### config.mk
export PLATFORM = sky130hd
export DESIGN_NAME = cs_out_buffer
export DESIGN_NICKNAME = d
export VERILOG_FILES = /design/src/rtl/cs_out_buffer.sv
export SDC_FILE = /design/constraint.sdc
export NUM_CORES = 1
export LEC_CHECK = 0
export BUFFER_PORTS_ARGS = -buffer_cell sky130_fd_sc_hd__buf_2
export CELL_PAD_IN_SITES_DETAIL_PLACEMENT = 1
export CELL_PAD_IN_SITES_GLOBAL_PLACEMENT = 1
export CORE_MARGIN = 2
export CORE_UTILIZATION = 49
export DETAILED_ROUTE_END_ITERATION = 16
export PLACE_DENSITY_LB_ADDON = 0.08
export SYNTH_ARGS = -nofsm -noshare
export SYNTH_HDL_FRONTEND = slang
export SYNTH_SLANG_ARGS = --single-unit
### constraint.sdc
create_clock -name clk -period 4.3 [get_ports clk]
set_clock_uncertainty 0.1 [all_clocks]
set_input_delay 0.645 -clock clk [delete_from_list [all_inputs] [get_ports clk]]
set_output_delay 0.645 -clock clk [all_outputs]
set_load 0.02 [all_outputs]
### src/rtl/cs_out_buffer.sv
// ============================================================================
// Module   : cs_out_buffer
// Purpose  : Output stage of the CS filter.  It drops the warm-up results and
//            queues the valid ones in a first-word-fall-through FIFO with a
//            valid/ready output and a sticky overflow flag.
// Options  : CS_OUTBUF_CHECKSUM_EN adds a rotate-and-add checksum of popped data.
// Revision : 1.0 - initial release
// ============================================================================
`default_nettype none

module cs_out_buffer #(
    parameter int DEPTH  = 8,
    parameter int WARMUP = 8,
    localparam int LW    = $clog2(DEPTH) + 1
) (
    input  logic          clk,
    input  logic          reset,
    input  logic [9:0]    y_in,
    input  logic          in_en,
    input  logic          out_ready,
    output logic [9:0]    out_data,
    output logic          out_valid,
    output logic [LW-1:0] level,
    output logic          warm,
`ifdef CS_OUTBUF_CHECKSUM_EN
    output logic [15:0]   checksum,
`endif
    output logic          ovf
);

    localparam int AW   = (DEPTH > 1) ? $clog2(DEPTH) : 1;
    localparam int WW   = (WARMUP > 0) ? $clog2(WARMUP + 1) : 1;

    localparam logic [WW-1:0] c_WARM_LIM = WW'(WARMUP);
    localparam logic [LW-1:0] c_FULL_LVL = LW'(DEPTH);

    logic [9:0]    r_mem [DEPTH];
    logic [AW-1:0] r_wptr;
    logic [AW-1:0] r_rptr;
    logic [LW-1:0] r_level;
    logic [WW-1:0] r_wcnt;
    logic [9:0]    r_out_data;
    logic          r_ovf;

    logic          w_warm;
    logic          w_full;
    logic          w_push;
    logic          w_push_ok;
    logic          w_pop;
    logic [AW-1:0] w_rptr_nxt;
    logic [LW-1:0] w_level_nxt;
    logic [9:0]    w_head_nxt;

    assign w_warm    = (r_wcnt == c_WARM_LIM);
    assign w_full    = (r_level == c_FULL_LVL);
    assign w_pop     = (r_level != '0) & out_ready;
    assign w_push    = in_en & w_warm;
    // A push into a full FIFO only lands when the same edge frees a slot.
    assign w_push_ok = w_push & (~w_full | w_pop);

    always_comb begin
        w_rptr_nxt  = r_rptr;
        w_level_nxt = r_level;
        if (w_pop) begin
            w_rptr_nxt = r_rptr + AW'(1);
        end
        unique case ({w_push_ok, w_pop})
            2'b10:   w_level_nxt = r_level + LW'(1);
            2'b01:   w_level_nxt = r_level - LW'(1);
            default: w_level_nxt = r_level;
        endcase
    end

    // The head is registered so it is defined after reset even though the
    // storage is not cleared; a word written this edge is forwarded directly.
    always_comb begin
        w_head_nxt = r_mem[w_rptr_nxt];
        if (w_push_ok && (r_wptr == w_rptr_nxt)) begin
            w_head_nxt = y_in;
        end
    end

    always_ff @(posedge clk) begin
        if (w_push_ok) begin
            r_mem[r_wptr] <= y_in;
        end
    end

    always_ff @(posedge clk) begin
        if (!reset) begin
            r_wptr     <= '0;
            r_rptr     <= '0;
            r_level    <= '0;
            r_wcnt     <= '0;
            r_out_data <= '0;
            r_ovf      <= 1'b0;
        end else begin
            if (in_en && !w_warm) begin
                r_wcnt <= r_wcnt + WW'(1);
            end
            if (w_push_ok) begin
                r_wptr <= r_wptr + AW'(1);
            end
            if (w_push && !w_push_ok) begin
                r_ovf <= 1'b1;
            end
            r_rptr  <= w_rptr_nxt;
            r_level <= w_level_nxt;
            if (w_level_nxt != '0) begin
                r_out_data <= w_head_nxt;
            end
        end
    end

`ifdef CS_OUTBUF_CHECKSUM_EN
    logic [15:0] r_checksum;

    always_ff @(posedge clk) begin
        if (!reset) begin
            r_checksum <= '0;
        end else if (w_pop) begin
            r_checksum <= {r_checksum[14:0], r_checksum[15]} + {6'b0, r_out_data};
        end
    end

    assign checksum = r_checksum;
`endif

    assign out_data  = r_out_data;
    assign out_valid = (r_level != '0);
    assign level     = r_level;
    assign warm      = w_warm;
    assign ovf       = r_ovf;

endmodule

`default_nettype wire

==> flow_summary.yaml <==
placed_design:
  hpwl_um: 9190
  dpl_cell_area_um2: 5750
  gpl.final_weighted_congestion: 0.851
  numPortBuffers: 30
setup_path:
  cp_max_fo: 11
  worstPathRequired_ns: 4.42
  end_kind: "flip-flop"
  arrival_ns: 3.64
  critical_path_class: "flip-flop to flip-flop"
  start_kind: "flip-flop"
logic_synthesis:
  async_flop_share: 0
  synth_cell_types: 44
  synth_area_um2: 5450
  synthFlopType: "edfxtp_1"
  synth_seq_area_share: 0.532
  syn-num-nets: 502
  synth_edf_count: 80
  ys_warn_count: 0
  avgSynthCellArea_um2: 11.3
  syn_inst: 481
  ys_ff_latch: 105
clock_network:
  cts_setup_buffers: 0
  clkTransAtPathRegs_ns: 0.09
  cts_buffers: 9
  hold_buffers: 0
  cts_buffer_depth: 2
  cts_sinks: 105
  cts-root-buf: "clkbuf_8"
  ctsResizeCount: 0
  cts_tree: "done"
  clk_latency_ns: 0.38
  h-tree-depth: 3
sta:
  relSlewSlack: 0.274
  fin_crit_sh: 0.818
  grt_setup_unrepaired: "no"
  period_needed_ns: 3.52
  drv_slew: 0
  setup_viol: 0
  fmax_mhz: 284
  setup_tns_ns: 0
  finalHoldViolCount: 0
  worst_pin_slew_ns: 1.08
  hold_slack_ns: 0.384
die:
  num_rows: 38
  die_h_um: 109
  die_x_um: 109
  initial_core_util: 0.503
  core_um2: 10800
  die_area_um2: 12000
  ios: 31
global_routing:
  antenna_found_initial: 0
  grt_pass1_wl_um: 22300
  grt_max_degree: 60
  grt_pass1_vias: 4024
  overflow: 0
  grtUsageTotal: 0.255
layout:
  layout.nets: 520
  area_growth_pct: 9.00
  antenna_cells: 0
  finalInstanceArea_um2: 5940
  ff_latch_area_um2: 2900
  fin_util: 0.548
  multiInputGateArea_um2: 2330
  nFillCells: 1163
  drive_gt1_frac: 0.143
route:
  first_pass_iters: 4
  wl_um: 14600
  via_per_inst: 6.23
  ant_nets: 0
  m1WireLength_um: 6420
  routed-wl-met3_um: 633
  wl_met2_um: 7120
  wl_per_cell_um: 22.6
  drc: 0
  top_layer: "met4"
  drtIter0Drc: 242
  vias: 4012
power_and_ir_drop:
  pwr-share-seq: 0.373
  ir_worst_vdd_mv: 0.408
  finalPower_w: 0.00323
  internal_power_w: 0.00196
  clockPowerShare: 0.192
  power.leakage_nw: 2.06
  comb_power_share: 0.435
  p_per_area_nw_per_um2: 544
  power.switching_w: 0.00128
  p_sw_frac: 0.395
outcome:
  status: "finished, final reports clean"
flow_run:
  max_cap_viol_count: 0
hold_path:
  hp-class: "flip-flop to flip-flop"
==> per-stage QoR <==
step,std cells,worst slack (ns)
6_report,644,0.781
5_1_grt,644,0.457
4_1_cts,644,0.771
3_5_place_dp,628,0.805
3_3_place_gp,628,0.954
2_1_floorplan,481,0.891
==> logic make-up (layout without fill, tap and decap cells) <==
logic type / Yosys count / after routing / share of synthesized area
simple gates: 139 / 139 / 0.135
compound gates: 112 / 112 / 0.155
flops: 105 / 105 / 0.532
buf+inv: 58 / 81 / 0.0461
mux: 48 / 48 / 0.0950
xor+xnor: 12 / 12 / 0.0193
fa+ha+maj: 7 / 7 / 0.0174
==> worst paths after layout <==
path                                                 end  slack, ns  depth (start not counted)              startpoint
worst max-delay path            out_data[9]$_SDFFE_PN0P_       0.78                         14  r_wcnt[0]$_SDFFE_PN0P_
worst min-delay path                    ovf$_SDFFE_PN0P_       0.38                          2        ovf$_SDFFE_PN0P_
worst max register to register  out_data[9]$_SDFFE_PN0P_       0.78                         14  r_wcnt[0]$_SDFFE_PN0P_
worst min register to register          ovf$_SDFFE_PN0P_       0.38                          2        ovf$_SDFFE_PN0P_
==> layout make-up <==
cell class,count,share of cell area
clock inverters,2,0.00653
flip-flops and latches,105,0.489
multi-input cells,318,0.391
repair buffers,47,0.0467
well taps,140,0.0295
clock buffers,14,0.0257
inverters,18,0.0114
==> critical path: stages, from the launching register on <==
cell and delay [ns]:
dfxtp_1 0.37, inv_1 0.08, ha_1 0.19, and3b_1 0.21, nand2_1 0.24, nand2_1 0.14
inv_1 0.12, ha_1 0.24, a21o_1 0.18, a21oi_1 0.44, mux2i_1 0.14, a22oi_1 0.19
buf_4 0.20, and2_1 0.37, a311oi_1 0.16
==> flip-flops by register name, summed over array words and instances, names as in the netlist <==
register	count
out_data	10
ovf	1
r_wptr	3
r_mem	80
r_wcnt	4
r_rptr	3
level	4
==> metal layers <==
metal  global-route usage  vias up
li1                     -     1855
met1                0.337     2041
met2                0.420       91
met3               0.0368       25
met4                0.105        0
met5                    0        -
==> cell usage in the layout, fill, tap and decap left out, types with 7 or more instances in the layout <==
cell type,count
o311ai_0,8
nand4_1,11
a21oi_1,29
buf_2,30
a311oi_1,10
buf_4,17
or2_0,9
inv_1,18
a211o_1,9
clkbuf_8,10
xnor2_1,7
nor2b_1,37
dfxtp_1,24
nor2_1,17
nand2_1,30
edfxtp_1,80
nand3_1,11
a221oi_1,9
mux2i_1,45
a211oi_1,38
==> Yosys cell counts, types with 2 or more instances <==
master    number  area share
buf_1          3      0.0021
nor2_1        17       0.012
a221oi_1       9       0.014
edfxtp_1      80        0.44
xor2_1         5      0.0080
buf_2         12       0.011
clkbuf_1      22       0.015
nor2b_1       37       0.042
o311ai_0       8       0.013
dfxtp_1       25       0.092
xnor2_1        7       0.011
mux2i_1       45       0.083
mux4_2         3       0.012
nor3_1         8      0.0073
ha_1           6       0.014
nor3b_1        2      0.0028
nand4_1       11       0.013
a21oi_1       29       0.027
a211oi_1      38       0.052
a211o_1        9       0.014
buf_6          2      0.0041
nand3_1       11       0.010
nand2b_1       4      0.0046
or3_1          3      0.0034
nand2_1       30       0.021
or2_0          9       0.010
and2_1         3      0.0034
inv_1         18       0.012
a311oi_1      10       0.016
==> power groups by stage <==
stage               sequential [W]  clock, W  combinational [W]
global placement           0.00122         0            0.00136
floorplan                  0.00125         0            0.00102
detailed placement         0.00123         0            0.00141
global route               0.00121  0.000667            0.00155
finish                     0.00121  0.000621            0.00141
CTS                        0.00121  0.000632            0.00141
No activity file was read; power rests on OpenSTA's default activity.
